File: config.mk
export PLATFORM = sky130hd
export DESIGN_NAME = fetch_ctrl
export DESIGN_NICKNAME = d
export VERILOG_FILES = /design/src/rtl/fetch_ctrl_pkg.sv /design/src/rtl/fc_down_counter.sv /design/src/rtl/fetch_ctrl.sv
export SDC_FILE = /design/constraint.sdc
export NUM_CORES = 1
export LEC_CHECK = 0
export CORE_MARGIN = 4
export CORE_UTILIZATION = 25
export DETAILED_ROUTE_END_ITERATION = 10
export MAX_ROUTING_LAYER = met4
export PLACE_DENSITY = 0.78
export SLEW_MARGIN = 25
export SYNTH_ARGS = -nofsm -noshare
export SYNTH_HDL_FRONTEND = slang
export SYNTH_SLANG_ARGS = --single-unit
File: constraint.sdc
create_clock -name clk -period 2.1 [get_ports clk]
set_clock_uncertainty 0.1 [all_clocks]
set_input_delay 0.63 -clock clk [delete_from_list [all_inputs] [get_ports clk]]
set_output_delay 0.63 -clock clk [all_outputs]
set_load 0.03 [all_outputs]
File: src/rtl/fetch_ctrl_pkg.sv
// fetch_ctrl_pkg: state encoding, default timing and counter sizing for fetch_ctrl
`ifndef MEM_ADDR_WIDTH
`define MEM_ADDR_WIDTH 32
`endif
package fetch_ctrl_pkg;
  typedef enum logic [2:0] {
    FC_BOOT   = 3'd0,
    FC_RUN    = 3'd1,
    FC_DRAIN  = 3'd2,
    FC_HALTED = 3'd3
`ifdef FETCH_CTRL_SINGLE_STEP_EN
    ,
    FC_STEP   = 3'd4
`endif
  } fc_state_t;
  localparam int FC_BOOT_WAIT    = 2;
  localparam int FC_DRAIN_CYCLES = 4;
  localparam int FC_ADDR_WIDTH   = `MEM_ADDR_WIDTH;
  function automatic int fc_cnt_width(input int a, input int b);
    return $clog2((a > b ? a : b) + 1);
  endfunction
endpackage

File: src/rtl/fc_down_counter.sv
// fc_down_counter: loadable down-counter with hold and is_one flag, shared by boot wait and drain
module fc_down_counter
    import fetch_ctrl_pkg::*;
#(
    parameter int           W       = 3,
    parameter logic [W-1:0] RST_VAL = '0
) (
    input  logic         clk,
    input  logic         rst_n,
    input  logic         load,
    input  logic [W-1:0] load_val,
    input  logic         dec,
    output logic [W-1:0] cnt,
    output logic         is_one
);

    // load wins over decrement; with neither asserted the count holds; never wraps below zero
    always_ff @(posedge clk or negedge rst_n) begin
        if (!rst_n)
            cnt <= RST_VAL;
        else if (load)
            cnt <= load_val;
        else if (dec && cnt != '0)
            cnt <= cnt - 1'b1;
    end

    assign is_one = cnt == W'(1);

endmodule

File: src/rtl/fetch_ctrl.sv
// fetch_ctrl: IF-stage sequencer arbitrating redirect, load-use hold and halt/drain (FETCH_CTRL_SINGLE_STEP_EN enables single-step)
module fetch_ctrl
    import fetch_ctrl_pkg::*;
#(
    parameter int ADDR_WIDTH   = FC_ADDR_WIDTH,
    parameter int BOOT_WAIT    = FC_BOOT_WAIT,
    parameter int DRAIN_CYCLES = FC_DRAIN_CYCLES
) (
    input  logic                  clk,
    input  logic                  rst_n,
    input  logic                  redirect_valid,
    input  logic [ADDR_WIDTH-1:0] redirect_tgt,
    input  logic                  load_use_hazard,
    input  logic                  halt_req,
    input  logic                  step_req,
    output logic                  pc_en,
    output logic                  stall_en,
    output logic                  ifid_en,
    output logic                  jmp_bch_en,
    output logic [ADDR_WIDTH-1:0] jmp_bch_tgt,
    output logic                  flush_id,
    output logic                  halted
);

    localparam int            CW       = fc_cnt_width(BOOT_WAIT, DRAIN_CYCLES);
    localparam logic [CW-1:0] BOOT_LD  = CW'(BOOT_WAIT);
    localparam logic [CW-1:0] DRAIN_LD = CW'(DRAIN_CYCLES);

    fc_state_t     state, state_nxt;
    logic          cnt_load, cnt_dec, cnt_one, redir_ok;
    logic [CW-1:0] cnt;

`ifndef FETCH_CTRL_SINGLE_STEP_EN
    logic unused_step_req;
    assign unused_step_req = step_req;
`endif

    fc_down_counter #(.W(CW), .RST_VAL(BOOT_LD)) u_cnt (
        .clk      (clk),
        .rst_n    (rst_n),
        .load     (cnt_load),
        .load_val (DRAIN_LD),
        .dec      (cnt_dec),
        .cnt      (cnt),
        .is_one   (cnt_one)
    );

    // state register; reset lands in BOOT immediately
    always_ff @(posedge clk or negedge rst_n) begin
        if (!rst_n)
            state <= FC_BOOT;
        else
            state <= state_nxt;
    end

    // next state, counter control and output decode; a legal redirect overrides every other output
    always_comb begin
        state_nxt  = state;
        cnt_load   = 1'b0;
        cnt_dec    = 1'b0;
        pc_en      = 1'b0;
        stall_en   = 1'b1;
        ifid_en    = 1'b1;
        jmp_bch_en = 1'b0;
        flush_id   = 1'b0;
        halted     = 1'b0;
        redir_ok   = 1'b0;
        case (state)
            FC_BOOT: begin
                cnt_dec = 1'b1;
                if (cnt_one)
                    state_nxt = FC_RUN;
            end
            FC_RUN: begin
                redir_ok = redirect_valid;
                if (redirect_valid) begin
                end else if (halt_req) begin
                    state_nxt = FC_DRAIN;
                    cnt_load  = 1'b1;
                end else if (load_use_hazard) begin
                    stall_en = 1'b0;
                    ifid_en  = 1'b0;
                end else begin
                    pc_en    = 1'b1;
                    stall_en = 1'b0;
                end
            end
            FC_DRAIN: begin
                redir_ok = redirect_valid;
                if (redirect_valid) begin
                    cnt_load  = 1'b1;
                    state_nxt = halt_req ? FC_DRAIN : FC_RUN;
                end else if (!halt_req)
                    state_nxt = FC_RUN;
                else if (load_use_hazard)
                    ifid_en = 1'b0;
                else if (cnt_one)
                    state_nxt = FC_HALTED;
                else
                    cnt_dec = 1'b1;
            end
            FC_HALTED: begin
                halted = 1'b1;
                if (!halt_req)
                    state_nxt = FC_RUN;
`ifdef FETCH_CTRL_SINGLE_STEP_EN
                else if (step_req)
                    state_nxt = FC_STEP;
`endif
            end
`ifdef FETCH_CTRL_SINGLE_STEP_EN
            FC_STEP: begin
                redir_ok  = redirect_valid;
                cnt_load  = 1'b1;
                state_nxt = FC_DRAIN;
                pc_en     = 1'b1;
                stall_en  = 1'b0;
            end
`endif
            default: state_nxt = FC_BOOT;
        endcase
        if (redir_ok) begin
            pc_en      = 1'b1;
            stall_en   = 1'b1;
            ifid_en    = 1'b1;
            jmp_bch_en = 1'b1;
            flush_id   = 1'b1;
        end
    end

    assign jmp_bch_tgt = jmp_bch_en ? redirect_tgt : '0;

    // a redirect while halted means EX produced a result from an empty pipeline; it is ignored
    always_ff @(posedge clk) begin
        if (rst_n && state == FC_HALTED)
            assert (!redirect_valid) else $error("fetch_ctrl: redirect_valid while halted");
    end

endmodule

# Word-level counts from Yosys, hierarchy flattened
# Index checks and enable logic that the tools add are counted.
op_classes:
  add_sub_neg: 1
  eq_ne: 10
  muxes: 39
  reduce_logical: 6
ops:
  columns: ["cell", "count"]
  rows:
  - ["32-bit two-way mux", 1]
  - ["3-bit two-way mux", 10]
  - ["1-bit two-way mux", 23]
  - ["3-bit one-hot mux with 4 select lines", 1]
  - ["2-bit != test (second input constant)", 4]
  - ["4-bit != test (second input constant)", 2]
  - ["3-bit by 1-bit == test with 1-bit output (second input constant)", 2]
  - ["3-bit by 2-bit == test with 1-bit output (second input constant)", 2]
  - ["1-bit one-hot mux with 2 select lines", 3]
  - ["6-bit AND reduction", 1]
  - ["3-bit logical NOT", 1]
  - ["3-bit nonzero test", 1]
  - ["3-bit by 1-bit subtractor with 3-bit output (second input constant)", 1]
  - ["2-bit two-way mux", 1]
  - ["2-bit nonzero test", 1]
  - ["2-bit OR reduction", 1]
  - ["1-bit logical AND", 1]
word_totals:
  ff_bits: 6
  input_bits: 38
  out_inout_bits: 38
  elab_cells: 58

# Depth between registers and ports, before layout
logic_depth:
  depth_word: 9
  depth_mapped: 7
  ltp_nobuf: 6

# Cells and area by module
# A second synthesis with hierarchy kept.
hier_totals:
  hier_cells: 102
  hier_area_um2: 758.2
modules_own_cells:
  columns: ["module", "instances", "cells_per_inst", "area_per_inst_um2", "seq_area_each_um2"]
  rows:
  - ["fetch_ctrl", 1, 78, 535.5, 50.0]
  - ["fc_down_counter", 1, 24, 222.7, 76.3]

# Worst setup path before layout
# OpenSTA, ideal clock, no wires.
synth_timing:
  path_type: "input port to output port"
  from: "in redirect_valid"
  to: "out pc_en"
  arrival_ns: 1.907
  path_slack_ns: -0.537
  stages: 3
  path_buffers: 1
  cell_sequence: "clkbuf_1 > or3_2 > o21bai_1"
synth_via:
  elab_chain_len: 3
synth_rtl:
  columns: ["item", "line_no", "source"]
  rows:
  - ["start, declared", "fetch_ctrl.sv:11", "input logic redirect_valid,"]
  - ["1-bit two-way mux", "fetch_ctrl.sv:76", "if (redirect_valid) begin"]
  - ["1-bit two-way mux", "fetch_ctrl.sv:68", "case (state)"]
  - ["1-bit two-way mux (*)", "fetch_ctrl.sv:122", "if (redir_ok) begin"]
  - ["end, declared", "fetch_ctrl.sv:16", "output logic pc_en,"]
# Mark *: on every way between the ends. The rest lies on a longest branch, timed or not.

# Worst setup path after layout
# Same ends and word-level chain as after synthesis.

==> impl_metrics.prom <==
# TYPE chip_impl_metric gauge
chip_impl_info{name="run_status",value="finished, violations left"} 1
chip_impl_info{name="failed_checks",value="setup timing"} 1
chip_impl_metric{name="ys_seq_area_frac",unit=""} 0.177
chip_impl_metric{name="achievable_frequency",unit="MHz"} 424
chip_impl_metric{name="start_util",unit=""} 0.261
chip_impl_info{name="cp-start-kind",value="input port"} 1
chip_impl_metric{name="fin_tns_setup",unit="ps"} -7450
chip_impl_metric{name="portBuffers",unit=""} 74
chip_impl_metric{name="maxSlewViolCount",unit=""} 0
chip_impl_metric{name="syn_area_cell",unit="sq um"} 7.60
chip_impl_metric{name="drt-wirelength-per-cell",unit="microns"} 15.5
chip_impl_metric{name="final_core_utilization",unit=""} 0.706
chip_impl_metric{name="clk-insertion-delay-late",unit="ps"} 240
chip_impl_metric{name="number_of_storage_elements_in_the_synthesis_netlist",unit=""} 5
chip_impl_metric{name="ioPinCount",unit=""} 76
chip_impl_metric{name="grt_max_degree",unit=""} 40
chip_impl_metric{name="core",unit="sq mm"} 0.00273
chip_impl_metric{name="finalWorstSetupSlack",unit="ps"} -256
chip_impl_metric{name="dpl.hpwl",unit="microns"} 2200
chip_impl_metric{name="timing.final.setup_violations",unit=""} 37
chip_impl_metric{name="timing_worst_slew_pin_value",unit="ps"} 342
chip_impl_metric{name="die-area",unit="sq mm"} 0.00378
chip_impl_metric{name="pre_cts_ws",unit="ps"} -696
chip_impl_info{name="rsz0062_at_grt",value="yes"} 1
chip_impl_metric{name="num_antenna_cells",unit=""} 0
chip_impl_metric{name="width_of_the_chip",unit="microns"} 61.5
chip_impl_metric{name="drt_first_iter_violations",unit=""} 28
chip_impl_metric{name="rows",unit=""} 19
chip_impl_metric{name="finalInstanceArea",unit="sq mm"} 0.00193
chip_impl_metric{name="ir_drop",unit="uV"} 1450
chip_impl_metric{name="clock_tree.htree_level_count",unit=""} 1
chip_impl_metric{name="maxCapViolations",unit=""} 0
chip_impl_metric{name="synth_cell_type_count",unit=""} 28
chip_impl_metric{name="total_switching_power",unit="W"} 0.00135
chip_impl_metric{name="dieHeight",unit="microns"} 61.5
chip_impl_metric{name="cts-buffers-inserted",unit=""} 3
chip_impl_metric{name="hold_violation_total_from_the_final_report",unit=""} 0
chip_impl_metric{name="p_sw_frac",unit=""} 0.437
chip_impl_metric{name="area.growth.synth_to_final",unit="%"} 170
chip_impl_metric{name="synth_nets",unit=""} 140
chip_impl_metric{name="maxSlewHeadroom",unit=""} 0.770
chip_impl_metric{name="grt_pass1_vias",unit=""} 917
chip_impl_metric{name="post-route-drc-count",unit=""} 0
chip_impl_metric{name="num_vias",unit=""} 1037
chip_impl_metric{name="final_net_count",unit=""} 231
chip_impl_metric{name="detailed_place.area",unit="sq mm"} 0.00154
chip_impl_metric{name="postSynthCellCount",unit=""} 94
chip_impl_metric{name="crit_path_max_fanout",unit=""} 2
chip_impl_metric{name="grtUsageTotal",unit=""} 0.150
chip_impl_metric{name="finalCritPeriodShare",unit=""} 1.12
chip_impl_metric{name="share_comb_of_total_power",unit=""} 0.903
chip_impl_metric{name="filler_cell_count",unit=""} 188
chip_impl_info{name="timing.hold.worst.class",value="reg -> reg"} 1
chip_impl_metric{name="pwr-share-clk",unit=""} 0.035
chip_impl_metric{name="global_route_wire_length_before_repair",unit="microns"} 4200
chip_impl_metric{name="fin_crit",unit="ps"} 2360
chip_impl_metric{name="cp_data_arrival_time",unit="ps"} 1630
chip_impl_metric{name="clkTransAtPathRegs",unit="ps"} 40
chip_impl_metric{name="cellLeakagePower",unit="nW"} 0.921
chip_impl_metric{name="worst-endpoint-required",unit="ps"} 1370
chip_impl_metric{name="route.final.wire_length",unit="microns"} 3330
chip_impl_metric{name="cts_sinks",unit=""} 5
chip_impl_metric{name="clk_path_buf_depth",unit=""} 2
chip_impl_metric{name="cell_area_power_density",unit="mW/mm^2"} 1600
chip_impl_metric{name="synth.cell_area",unit="sq um"} 714
chip_impl_info{name="tritoncts",value="built"} 1
chip_impl_metric{name="overflow",unit=""} 0
chip_impl_metric{name="total_power",unit="W"} 0.00308
chip_impl_metric{name="internal_power",unit="W"} 0.00174
chip_impl_info{name="cp-end-kind",value="output pin"} 1
chip_impl_metric{name="place.gp.congestion",unit=""} 0.707
chip_impl_metric{name="detail-route-antenna-nets",unit=""} 0
chip_impl_metric{name="antenna_found_initial",unit=""} 0
chip_impl_metric{name="drt_pass1_iterations",unit=""} 4
chip_impl_metric{name="power_frac_seq",unit=""} 0.062
chip_impl_metric{name="ys.warnings.count",unit=""} 0
chip_impl_info{name="ctsRootBufferMaster",value="clkbuf_4"} 1
chip_impl_metric{name="layout-drive-gt1-share",unit=""} 0.576
chip_impl_info{name="crit_path_class",value="in -> out"} 1
chip_impl_metric{name="route.detailed.vias_per_inst",unit=""} 4.82
==> synth_stat cells <==
cell	number	area, sq um
a21boi_0	1	7.51
a21oi_1	2	10.0
a222oi_1	1	10.0
a31oi_1	1	6.26
and2_1	2	12.5
and3_1	32	200
and4bb_2	1	12.5
buf_4	1	7.51
clkbuf_1	8	30.0
dfrtp_1	4	100
dfstp_2	1	26.3
ha_1	8	100
inv_1	6	22.5
mux2_2	2	22.5
mux2i_1	2	20.0
nand2_1	7	26.3
nand2b_1	3	18.8
nand3_1	2	10.0
nand4b_1	1	8.76
nor2_1	1	3.75
o21a_1	1	7.51
o21ai_0	1	5.00
o21bai_1	1	7.51
o22a_1	1	8.76
o31ai_1	1	7.51
or3_1	1	6.26
or3_2	1	7.51
xnor2_1	1	8.76
==> worst max-delay path, cell delays in order <==
cell	delay (ps)
clkdlybuf4s15_1	200
or3_4	400
buf_6	130
o21bai_4	110
buf_6	140
==> cell families after synthesis <==
| kind of cell | Yosys count | share of synthesized area |
|---|---|---|
| and+or+nand+nor | 51 | 0.429 |
| DFF | 5 | 0.177 |
| adders and majority gates | 8 | 0.140 |
| buffers and inverters | 15 | 0.0841 |
| xor gates and xnor gates | 1 | 0.0123 |
| muxes | 4 | 0.0595 |
| AOI/OAI and AO/OA | 10 | 0.0981 |
==> final timing paths <==
path / startpoint / endpoint / slack [ps] / cells past startpoint
max: redirect_valid / pc_en / -260 / 5
min: u_cnt.cnt[1] / u_cnt.cnt[1] / 380 / 2
max reg2reg: u_cnt.cnt[1] / state[1] / 200 / 6
min reg2reg: u_cnt.cnt[1] / u_cnt.cnt[1] / 380 / 2
max in group asynchronous: rst_n / u_cnt.cnt[1] / 1140 / 1
min in group asynchronous: rst_n / u_cnt.cnt[2] / 510 / 1
==> through the flow <==
stage	cells	hold WS (ps)
floorplan	94	234
global placement	202	366
detailed placement	202	378
CTS	210	383
global route	215	413
finish	215	376
==> layout make-up <==
cell class / instances / area, sq um / share of cell area
repair buffers: 95 / 1040 / 0.537
multi-input cells: 74 / 677 / 0.351
flip-flops and latches: 5 / 126 / 0.0655
well taps: 31 / 38.8 / 0.0201
clock buffers: 4 / 26.3 / 0.0136
inverters: 6 / 25.0 / 0.0130
==> state kept, by name, summed over array words and instances, names as in the netlist <==
name and flops:
u_cnt.cnt 3, state 2
==> per-layer routing <==
metal  GRT usage  up-vias  routed length [microns]
met1       0.172      470                     1220
met4      0.0364        0                        0
li1            -      516                        -
met5           -        -                        0
met3      0.0356        0                      396
met2       0.261       51                     1710
==> cells in the final DEF, fill, tap and decap left out, drive strengths merged, types with 2 or more instances in the layout <==
cell / instances
or3: 2
dfrtp: 4
buf: 57
mux2i: 2
nand2: 7
and2: 2
mux2: 2
inv: 6
and3: 32
clkbuf: 6
nand3: 2
clkdlybuf4s50: 33
clkdlybuf4s15: 2
a21oi: 2
ha: 8
nand2b: 3
==> power by group through the flow <==
stage          Combinational [W]  Clock [W]  Sequential (W)
6_report                 0.00278   0.000107        0.000192
3_3_place_gp             0.00191          0        0.000187
4_1_cts                  0.00245   0.000111        0.000198
3_5_place_dp             0.00195          0        0.000191
2_1_floorplan            0.00124          0        0.000192
5_1_grt                  0.00295   0.000120        0.000203
==> repair_timing <==
item | CTS | global route
pin swaps | 5 | 13
endpoints found under the setup margin | 40 | 38
hold buffers | 0 | 0
buffers inserted | 3 | 3
gates cloned | 1 | 2
resized for setup | 64 | 16
hold endpoints to repair | 0 | 0
(Power assumes the default switching activity.)
